`src/rtl/mcu_bus_pkg.sv`:
```
// ============================================================
// mcu_bus_pkg : shared widths, constants and FSM encoding
// Rev 1.0
// ============================================================
`default_nettype none

package mcu_bus_pkg;

    localparam int DEF_ADDR_W = 21;
    localparam int DEF_DATA_W = 16;

    localparam logic [15:0] DEAD_WORD = 16'hDEAD;

    localparam logic [1:0] ECC_NONE = 2'd0;
    localparam logic [1:0] ECC_HAM  = 2'd1;
    localparam logic [1:0] ECC_TMR  = 2'd2;

    typedef logic [2:0] state_t;

    localparam state_t ST_IDLE      = 3'd0;
    localparam state_t ST_WR_ACTIVE = 3'd1;
    localparam state_t ST_WR_ISSUE  = 3'd2;
    localparam state_t ST_RD_ISSUE  = 3'd3;
    localparam state_t ST_RD_WAIT   = 3'd4;
    localparam state_t ST_RD_DRIVE  = 3'd5;
    localparam state_t ST_WAIT_END  = 3'd6;

endpackage

`default_nettype wire

```
`src/rtl/strobe_sync.sv`:
```
// ============================================================
// strobe_sync : 2-FF synchronizer plus SETTLE-cycle stability filter
// Rev 1.0
// ============================================================
`default_nettype none

module strobe_sync #(
    parameter int SETTLE = 2
) (
    input  logic clk,
    input  logic rst_n,
    input  logic i_async,
    output logic o_sync,
    output logic o_stable
);

    localparam int CNT_W = (SETTLE < 2) ? 1 : $clog2(SETTLE);

    logic             r_meta;
    logic             r_sync;
    logic             r_stable;
    logic [CNT_W-1:0] r_cnt;

    // Strobes are active-low, so every stage resets to the inactive (high) level.
    always_ff @(posedge clk or negedge rst_n) begin
        if (!rst_n) begin
            r_meta   <= 1'b1;
            r_sync   <= 1'b1;
            r_stable <= 1'b1;
            r_cnt    <= '0;
        end else begin
            r_meta <= i_async;
            r_sync <= r_meta;
            if (r_sync == r_stable) begin
                r_cnt <= '0;
            end else if (r_cnt == CNT_W'(SETTLE - 1)) begin
                r_stable <= r_sync;
                r_cnt    <= '0;
            end else begin
                r_cnt <= r_cnt + 1'b1;
            end
        end
    end

    assign o_sync   = r_sync;
    assign o_stable = r_stable;

endmodule

`default_nettype wire

```
`src/rtl/mcu_bus_capture.sv`:
```
// ============================================================
// mcu_bus_capture : async MCU SRAM bus to valid/ready request front end
// Rev 1.0
// ============================================================
`default_nettype none

module mcu_bus_capture
    import mcu_bus_pkg::*;
#(
    parameter int ADDR_W     = DEF_ADDR_W,
    parameter int DATA_W     = DEF_DATA_W,
    parameter int SETTLE     = 2,
    parameter int RD_TIMEOUT = 255
) (
    input  logic              clk,
    input  logic              rst_n,
    input  logic              mcu_cs_n,
    input  logic              mcu_we_n,
    input  logic              mcu_oe_n,
    input  logic              mcu_lb_n,
    input  logic              mcu_ub_n,
    input  logic [ADDR_W-1:0] mcu_addr,
    input  logic [DATA_W-1:0] mcu_wdata,
    output logic [DATA_W-1:0] mcu_rdata,
    output logic              mcu_rdata_oe,
    input  logic [1:0]        ecc_sel,
    output logic              req_valid,
    input  logic              req_ready,
    output logic              req_write,
    output logic [ADDR_W-1:0] req_addr,
    output logic [DATA_W-1:0] req_wdata,
    output logic [1:0]        req_be,
    output logic [1:0]        req_ecc,
    input  logic [DATA_W-1:0] rd_data,
    input  logic              rd_valid,
    output logic              busy,
    output logic              err_timeout,
    output logic              err_overrun
);

    localparam int N_STB = 5;
    localparam int TO_W  = $clog2(RD_TIMEOUT + 1);

    logic [N_STB-1:0] w_raw;
    logic [N_STB-1:0] w_sync;
    logic [N_STB-1:0] w_stable;
    logic             w_cs_st;
    logic             w_we_st;
    logic             w_oe_st;
    logic             w_unused_stb;

    state_t            r_state;
    logic [ADDR_W-1:0] r_sh_addr;
    logic [DATA_W-1:0] r_sh_wdata;
    logic [1:0]        r_sh_be;
    logic [1:0]        r_sh_ecc;
    logic              r_we_st_d;
    logic              r_req_valid;
    logic              r_req_write;
    logic [ADDR_W-1:0] r_req_addr;
    logic [DATA_W-1:0] r_req_wdata;
    logic [1:0]        r_req_be;
    logic [1:0]        r_req_ecc;
    logic [DATA_W-1:0] r_rdata;
    logic [TO_W-1:0]   r_to_cnt;
    logic              r_err_timeout;
    logic              r_err_overrun;

    // Bit order: 0 CS, 1 WE, 2 OE, 3 LB, 4 UB.
    assign w_raw = {mcu_ub_n, mcu_lb_n, mcu_oe_n, mcu_we_n, mcu_cs_n};

    generate
        for (genvar gi = 0; gi < N_STB; gi++) begin : g_sync
            strobe_sync #(
                .SETTLE  (SETTLE)
            ) u_strobe_sync (
                .clk     (clk),
                .rst_n   (rst_n),
                .i_async (w_raw[gi]),
                .o_sync  (w_sync[gi]),
                .o_stable(w_stable[gi])
            );
        end
    endgenerate

    assign w_cs_st = w_stable[0];
    assign w_we_st = w_stable[1];
    assign w_oe_st = w_stable[2];

    // Byte lanes travel with the address through the shadow register instead.
    assign w_unused_stb = &{1'b0, w_sync[4:3], w_sync[1], w_stable[4:3]};

    always_ff @(posedge clk or negedge rst_n) begin
        if (!rst_n) begin
            r_sh_addr  <= '0;
            r_sh_wdata <= '0;
            r_sh_be    <= '0;
            r_sh_ecc   <= '0;
            r_we_st_d  <= 1'b1;
        end else begin
            r_sh_addr  <= mcu_addr;
            r_sh_wdata <= mcu_wdata;
            r_sh_be    <= ~{mcu_ub_n, mcu_lb_n};
            r_sh_ecc   <= ecc_sel;
            r_we_st_d  <= w_we_st;
        end
    end

    always_ff @(posedge clk or negedge rst_n) begin
        if (!rst_n) begin
            r_state       <= ST_IDLE;
            r_req_valid   <= 1'b0;
            r_req_write   <= 1'b0;
            r_req_addr    <= '0;
            r_req_wdata   <= '0;
            r_req_be      <= '0;
            r_req_ecc     <= '0;
            r_rdata       <= '0;
            r_to_cnt      <= '0;
            r_err_timeout <= 1'b0;
            r_err_overrun <= 1'b0;
        end else begin
            case (r_state)
                ST_IDLE: begin
                    if (!w_cs_st && !w_we_st) begin
                        r_state <= ST_WR_ACTIVE;
                    end else if (!w_cs_st && !w_oe_st) begin
                        r_req_valid <= 1'b1;
                        r_req_write <= 1'b0;
                        r_req_addr  <= r_sh_addr;
                        r_req_wdata <= r_sh_wdata;
                        r_req_be    <= r_sh_be;
                        r_req_ecc   <= r_sh_ecc;
                        r_state     <= ST_RD_ISSUE;
                    end
                end
                ST_WR_ACTIVE: begin
                    if (w_we_st || w_cs_st) begin
                        r_req_valid <= 1'b1;
                        r_req_write <= 1'b1;
                        r_req_addr  <= r_sh_addr;
                        r_req_wdata <= r_sh_wdata;
                        r_req_be    <= r_sh_be;
                        r_req_ecc   <= r_sh_ecc;
                        r_state     <= ST_WR_ISSUE;
                    end
                end
                ST_WR_ISSUE: begin
                    // A fresh write strobe while the previous one is unaccepted is lost.
                    if (r_we_st_d && !w_we_st) begin
                        r_err_overrun <= 1'b1;
                    end
                    if (req_ready) begin
                        r_req_valid <= 1'b0;
                        r_state     <= ST_WAIT_END;
                    end
                end
                ST_RD_ISSUE: begin
                    if (req_ready) begin
                        r_req_valid <= 1'b0;
                        r_to_cnt    <= '0;
                        r_state     <= ST_RD_WAIT;
                    end
                end
                ST_RD_WAIT: begin
                    if (rd_valid) begin
                        r_rdata <= rd_data;
                        r_state <= ST_RD_DRIVE;
                    end else if (w_cs_st || w_oe_st) begin
                        r_state <= ST_WAIT_END;
                    end else if (r_to_cnt == TO_W'(RD_TIMEOUT - 1)) begin
                        r_err_timeout <= 1'b1;
                        r_rdata       <= DATA_W'(DEAD_WORD);
                        r_state       <= ST_RD_DRIVE;
                    end else begin
                        r_to_cnt <= r_to_cnt + 1'b1;
                    end
                end
                ST_RD_DRIVE: begin
                    if (w_cs_st || w_oe_st) begin
                        r_state <= ST_WAIT_END;
                    end
                end
                ST_WAIT_END: begin
                    if (w_cs_st) begin
                        r_state <= ST_IDLE;
                    end
                end
                default: begin
                    r_state <= ST_IDLE;
                end
            endcase
        end
    end

    // The pad enable follows the raw-synchronized strobes so it drops before the filter settles.
    assign mcu_rdata_oe = (r_state == ST_RD_DRIVE) && !w_sync[0] && !w_sync[2];
    assign mcu_rdata    = r_rdata;
    assign req_valid    = r_req_valid;
    assign req_write    = r_req_write;
    assign req_addr     = r_req_addr;
    assign req_wdata    = r_req_wdata;
    assign req_be       = r_req_be;
    assign req_ecc      = r_req_ecc;
    assign busy         = (r_state != ST_IDLE);
    assign err_timeout  = r_err_timeout;
    assign err_overrun  = r_err_overrun;

endmodule

`default_nettype wire
```
`config.mk`:
```
export PLATFORM = sky130hd
export DESIGN_NAME = mcu_bus_capture
export DESIGN_NICKNAME = d
export VERILOG_FILES = /design/src/rtl/mcu_bus_pkg.sv /design/src/rtl/strobe_sync.sv /design/src/rtl/mcu_bus_capture.sv
export SDC_FILE = /design/constraint.sdc
export NUM_CORES = 1
export LEC_CHECK = 0
export CAP_MARGIN = 5
export CORE_UTILIZATION = 31
export DETAILED_ROUTE_END_ITERATION = 12
export GPL_ROUTABILITY_DRIVEN = 0
export PLACE_DENSITY_LB_ADDON = 0.08
export SYNTH_ARGS = -nofsm -noshare
export SYNTH_HDL_FRONTEND = slang
export SYNTH_SLANG_ARGS = --single-unit
```
`constraint.sdc`:
```
create_clock -name clk -period 3.3 [get_ports clk]
set_clock_uncertainty 0.05 [all_clocks]
set_input_delay 0.33 -clock clk [delete_from_list [all_inputs] [get_ports clk]]
set_output_delay 0.33 -clock clk [all_outputs]
set_load 0.05 [all_outputs]
```
Word-level counts from Yosys, hierarchy flattened
Cells that the tools add are included.

storage, ports and cells
  register bits = 126
  input port bits = 64
  output and inout port bits = 63
  logic and storage cells = 140

cells by class
  add/subtract/negate cells = 4
  eq/ne operators = 24
  muxes and demuxes = 49
  bitwise logic cells = 6
  reductions and logical operators = 29

operator list
  operator                                        number
  two-way mux 16 bit                              6
  two-way mux 21 bit                              3
  one-hot mux 21 bit (2 select lines)             1
  two-way mux 8 bit                               4
  one-hot mux 16 bit (2 select lines)             1
  two-way mux 3 bit                               10
  one-hot mux 3 bit (7 select lines)              1
  != test 2 bit (second input constant)           10
  one-hot mux 8 bit (2 select lines)              1
  two-way mux 1 bit                               12
  two-way mux 2 bit                               6
  AND reduction 5 bit                             2
  == test 3 bit (second input constant)           3
  adder 8 x 1 -> 8 bit (second input constant)    1
  == test 8 bit (second input constant)           1
  one-hot mux 2 bit (2 select lines)              2
  AND reduction 2 bit                             4
  AND reduction 4 bit                             2
  AND reduction 7 bit                             1
  == test 3 x 2 -> 1 bit (second input constant)  2
  nonzero test 2 bit                              3
  nonzero test 3 bit                              2
  logical AND 1 bit                               5
  zero test 1 bit                                 5
  other kinds (14)                                24

Longest topological paths before layout
  word-level depth = 5
  depth in mapped cells = 8
  depth with buffers taken out = 7

By module
A second synthesis with hierarchy kept.

second synthesis, totals
  cells, all modules = 294
  area, all modules = 4470.5 µm²

modules (own cells, without submodules)
  module           times used  cells an instance  area each (µm²)  seq. area each (µm²)
  mcu_bus_capture  1           273                4076.4           2854.0
  strobe_sync      3           7                  131.4            103.8

Least setup slack after synthesis
OpenSTA, ideal clock, no wires.

  path type = register to register
  start point = register g_sync[0].u_strobe_sync.r_stable
  end point = register r_req_addr[0] (netlist: req_addr[0])
  setup time = 125 ps
  data arrival time = 1713 ps
  slack = 1412 ps
  cell stages (with the launch flop) = 8
  clock period less this slack = 1888 ps
  cells stage by stage = dfstp_2 > buf_4 > or2_2 > o21ai_2 > or3_1 > buf_6 > buf_12 > mux2_4

on the way
  word-level cells in the longest chain between the ends = 4
  elaborated cells on any way between the ends = 8
  those cells by class = eq/ne (3); reduce/logical (5)

ends and longest elaborated chain
  item                                         line                                            source
  from (decl)                                  strobe_sync.sv:21                               logic r_stable;
  from (signal assigned)                       strobe_sync.sv:37                               r_stable <= r_sync;
  zero test 1 bit                              mcu_bus_capture.sv:125, mcu_bus_capture.sv:127
  logical AND 1 bit, on equally long branches  mcu_bus_capture.sv:127, mcu_bus_capture.sv:125
  != test 2 bit (no source line)               --
  AND reduction 4 bit (no source line) (*)     --
  to (signal assigned)                         mcu_bus_capture.sv:130                          r_req_addr <= r_sh_addr;
  to (signal assigned)                         mcu_bus_capture.sv:141                          r_req_addr <= r_sh_addr;
  to (decl)                                    mcu_bus_capture.sv:60                           logic [ADDR_W-1:0] r_req_addr;

Mark *: on every way between the ends. The rest lies on a longest branch, timed or not.
A chain may end at the register's enable or synchronous reset.

Final worst setup path
  start point = register r_state[0]
  end point = output port mcu_rdata_oe

on the way
  word-level cells in the longest chain between the ends = 3

ends and longest elaborated chain
  item                            line                    source
  from (decl)                     mcu_bus_capture.sv:52   state_t r_state;
  from (signal assigned)          mcu_bus_capture.sv:111  r_state <= ST_IDLE;
  from (signal assigned)          mcu_bus_capture.sv:126  r_state <= ST_WR_ACTIVE;
  from (signal assigned)          mcu_bus_capture.sv:134  r_state <= ST_RD_ISSUE;
  == test 3 bit                   mcu_bus_capture.sv:197  assign mcu_rdata_oe = (r_state == ST_RD_DRIVE) && !w_sync[0] && !w_sync[2];
  logical AND 1 bit (2 in a row)  mcu_bus_capture.sv:197
  to (decl)                       mcu_bus_capture.sv:25   output logic mcu_rdata_oe,

No other way between the ends.

==> results.md <==
- Status: finished clean
- Slowest-stage cell, CP: clkdlybuf4s50_1
- Syn Area/Cell: ~16 um2
- ANT cells: 0
- Total global-route track usage: 0.1323
- Core area: 14530 um2
- Vias in the first global route: roughly 3000
- Max_cap viols: 0
- Post-DP HPWL: roughly 6.2 mm
- Total power divided by cell area: roughly 1100 nW/um2
- Die X: about 120 um
- Max Clk Rate: roughly 0.4 GHz
- Bufs and invs on worst path: 1
- RSZ-0062 raised after global routing: false
- Total power: between 0.007 and 0.008 W
- Leakage power total: roughly 3.0 nW
- Top Layer Used: met4
- Die area: 15430 um2
- M1 WL: about 4.4 mm
- Register area share after synthesis: 0.6834
- First-pass GRT wire length: 15.61 mm
- Post-synth EDFFs: 0
- Cell chain of the critical path: and4b_1, clkdlybuf4s50_1
- Num rows: 44
- Commonest non-fill, non-tap cells in the layout: clkdlybuf4s50_1 (125), dfrtp_1 (116), mux2_4 (40)
- Clock tree from TritonCTS: yes
- Routed vias: 2788
- H-tree levels: 4
- Num CTS Buffers: 17
- Ys flop type: dfrtp_1
- Met2 wire len: slightly above 4 mm
- Via density: approximately 4.4
- Metal3 WL: 679 um
- Data arrival time of the critical path: 2.10 ns
- Hold WC Path Type: input pin to flop
- Slowest Stage Delay on Critical Path: 0.80 ns
- Clock Sink Count: ~130
- Total Wirelength: about 9 mm
- Hold_ws: ~0.28 ns
- DRT iter0 DRCs: 177
- Setup TNS: 0 ns
- Final setup violation count: 0
- Initial antenna violation count: 0
- Largest net degree at the start of global routing: 53
- Crit share post-route: 0.7527
- Endpoints failing hold: 0
- Synth unique cells: 43
- CP delay by family, top: buffers and inverters
- WS Path Type: flop to primary output
- Max VDD drop: 571.0 uV
- Worst-path clk slew: about 0.050 ns
- Fin. max-slew vios: 0
- Worst setup EP type: primary output
- Share of cells above drive strength 1: 0.2090
- Layout Nets: 498
- Setup Buffers After CTS: 0
- Crit path launch type: flop
- Drt first pass iters: 6
- Post-CTS Resized: 0
- Worst Max-Slew Pin Slew: around 0.81 ns
- Root Driver: clkbuf_16
- Io pins: about 130
- WP data required: between 2 and 3 ns
- Syn_nets: 360
- Port Buffers: around 130
- DRC Markers: 0
- Post-DRT Antenna Nets: 0
- Non-filler cells, final: approximately 630
- Area after DPL: between 6000 and 7000 um2
- Initial Util: 0.3187
- Clk buf depth: 2
- Routed wire per std cell: roughly 15 um
- Clk Latency, worst-skew pair: 0.40 ns
- GRT Residual Overflow: 0
- Commonest non-fill, non-tap cell in the layout: clkdlybuf4s50_1
- Post-placement cell count: 596
- Mapped Cells: between 200 and 300
- Fin area: ~6700 um2
- FF+latch count, synth: about 130
- Layout fillers: around 1300
- Synth async-reset ratio: 1.000
- Min Tclk post-route: ~2.5 ns
- Synthesized area: between 4000 and 5000 um2
- Synth Warn #: 0
- Die Span Y: approximately 120 um
- Synth-to-Final Area Change: 43.73%
- Crit-path max FO: 16
- Max_slew headroom: 0.4594
==> power by group <==
part | total, W | internal (W) | switching (W)
combinational | 0.00336 | 0.00142 | 0.00194
sequential | 0.00241 | 0.00205 | 0.000361
clock | 0.00187 | 0.00125 | 0.000620
total | 0.00764 | 0.00472 | 0.00292
==> logic make-up (layout without fill, tap and decap cells) <==
group                    count (synthesis)  in the layout  share of synthesized area
flip-flops                             126            126                     0.6834
AO/OA/AOI/OAI                           50             50                    0.07482
adder cells (fa/ha/maj)                  2              2                   0.005402
buffers and inverters                   16            167                    0.02971
multiplexers                            45             45                     0.1418
AND/OR/NAND/NOR                         51             51                    0.05727
XOR/XNOR                                 4              4                   0.007565
==> sequential cells by signal, indices dropped and copies added, names as in the netlist, 2 cells and up <==
signal and cells:
r_state 3, req_wdata 16, g_sync.u_strobe_sync.o_sync 3, g_sync.u_strobe_sync.r_meta 3
r_sh_be 2, r_sh_wdata 16, g_sync.u_strobe_sync.r_cnt 3, req_be 2
mcu_rdata 16, r_sh_addr 21, r_sh_ecc 2, req_addr 21
req_ecc 2, g_sync.u_strobe_sync.o_stable 3, r_to_cnt 8
==> area by class of cell <==
cell class                 instances  area, um2  share of cell area
inverter                           5      18.77            0.002819
tap                              184      230.2             0.03458
multi-input combinational        152       1330              0.1998
timing repair buffer             130       1304              0.1958
clock inverter                     4      72.57             0.01090
sequential                       126       3166              0.4755
clock buffer                      28      536.8             0.08062
==> worst register-to-register path, stage by stage, from the launching register on <==
cell and delay (ns):
dfstp_2 0.63, or2_2 0.17, o21ai_2 0.05, or3_2 0.59, buf_4 0.38, mux2_4 0.42
==> cell usage after synthesis, types with 2 or more instances <==
library cell  number  area share
a31oi_1            3      0.0041
clkbuf_1           4      0.0032
nor2_1            15       0.012
xnor2_1            3      0.0057
o22a_1            11       0.021
nand3_1            5      0.0054
mux2_4            40        0.13
ha_1               2      0.0054
buf_12             4       0.017
nand2_1           11      0.0089
dfrtp_1          116        0.63
mux2_2             4      0.0097
nor3_1             3      0.0032
a21o_1             3      0.0049
nand2b_1           2      0.0027
a21oi_1            5      0.0054
o21ai_0           16       0.017
o31ai_1            2      0.0032
a22o_1             5      0.0095
dfstp_2           10       0.057
nand4_1            2      0.0027
inv_1              5      0.0041
or3_1              2      0.0027
and2_1             2      0.0027
==> per-layer routing <==
layer / global-route usage / vias to the layer above
met5: 0 / -
met4: 0.05741 / 0
met3: 0.06466 / 5
met2: 0.1843 / 95
met1: 0.1725 / 1376
li1: - / 1312
==> worst paths after layout <==
check | slack, ns | start | to | cells past startpoint
setup / recovery | 0.82 | r_state[0] | mcu_rdata_oe | 2
hold / removal | 0.28 | mcu_we_n | g_sync[1].u_strobe_sync.r_meta | 1
setup reg to reg | 0.89 | g_sync[0].u_strobe_sync.o_stable | req_addr[4] | 5
hold reg to reg | 0.30 | g_sync[0].u_strobe_sync.r_meta | g_sync[0].u_strobe_sync.o_sync | 0
max in group asynchronous | 1.92 | rst_n | g_sync[2].u_strobe_sync.r_meta | 3
min in group asynchronous | 0.43 | rst_n | req_wdata[8] | 2
==> metrics by stage <==
step / setup WS (ns) / utilization
floorplan: 1.412 / -
global placement: 0.9134 / 0.4155
detailed placement: 0.8724 / 0.4155
CTS: 0.7737 / 0.4581
global route: 0.7036 / 0.4581
finish: 0.8161 / 0.4581
==> repair_timing <==
| item | in CTS | in global routing |
|---|---|---|
| hold buffers | 1 | 0 |
| setup endpoints to repair | 0 | 0 |
| hold endpoints to repair | 44 | 0 |
(Power assumes the default switching activity.)
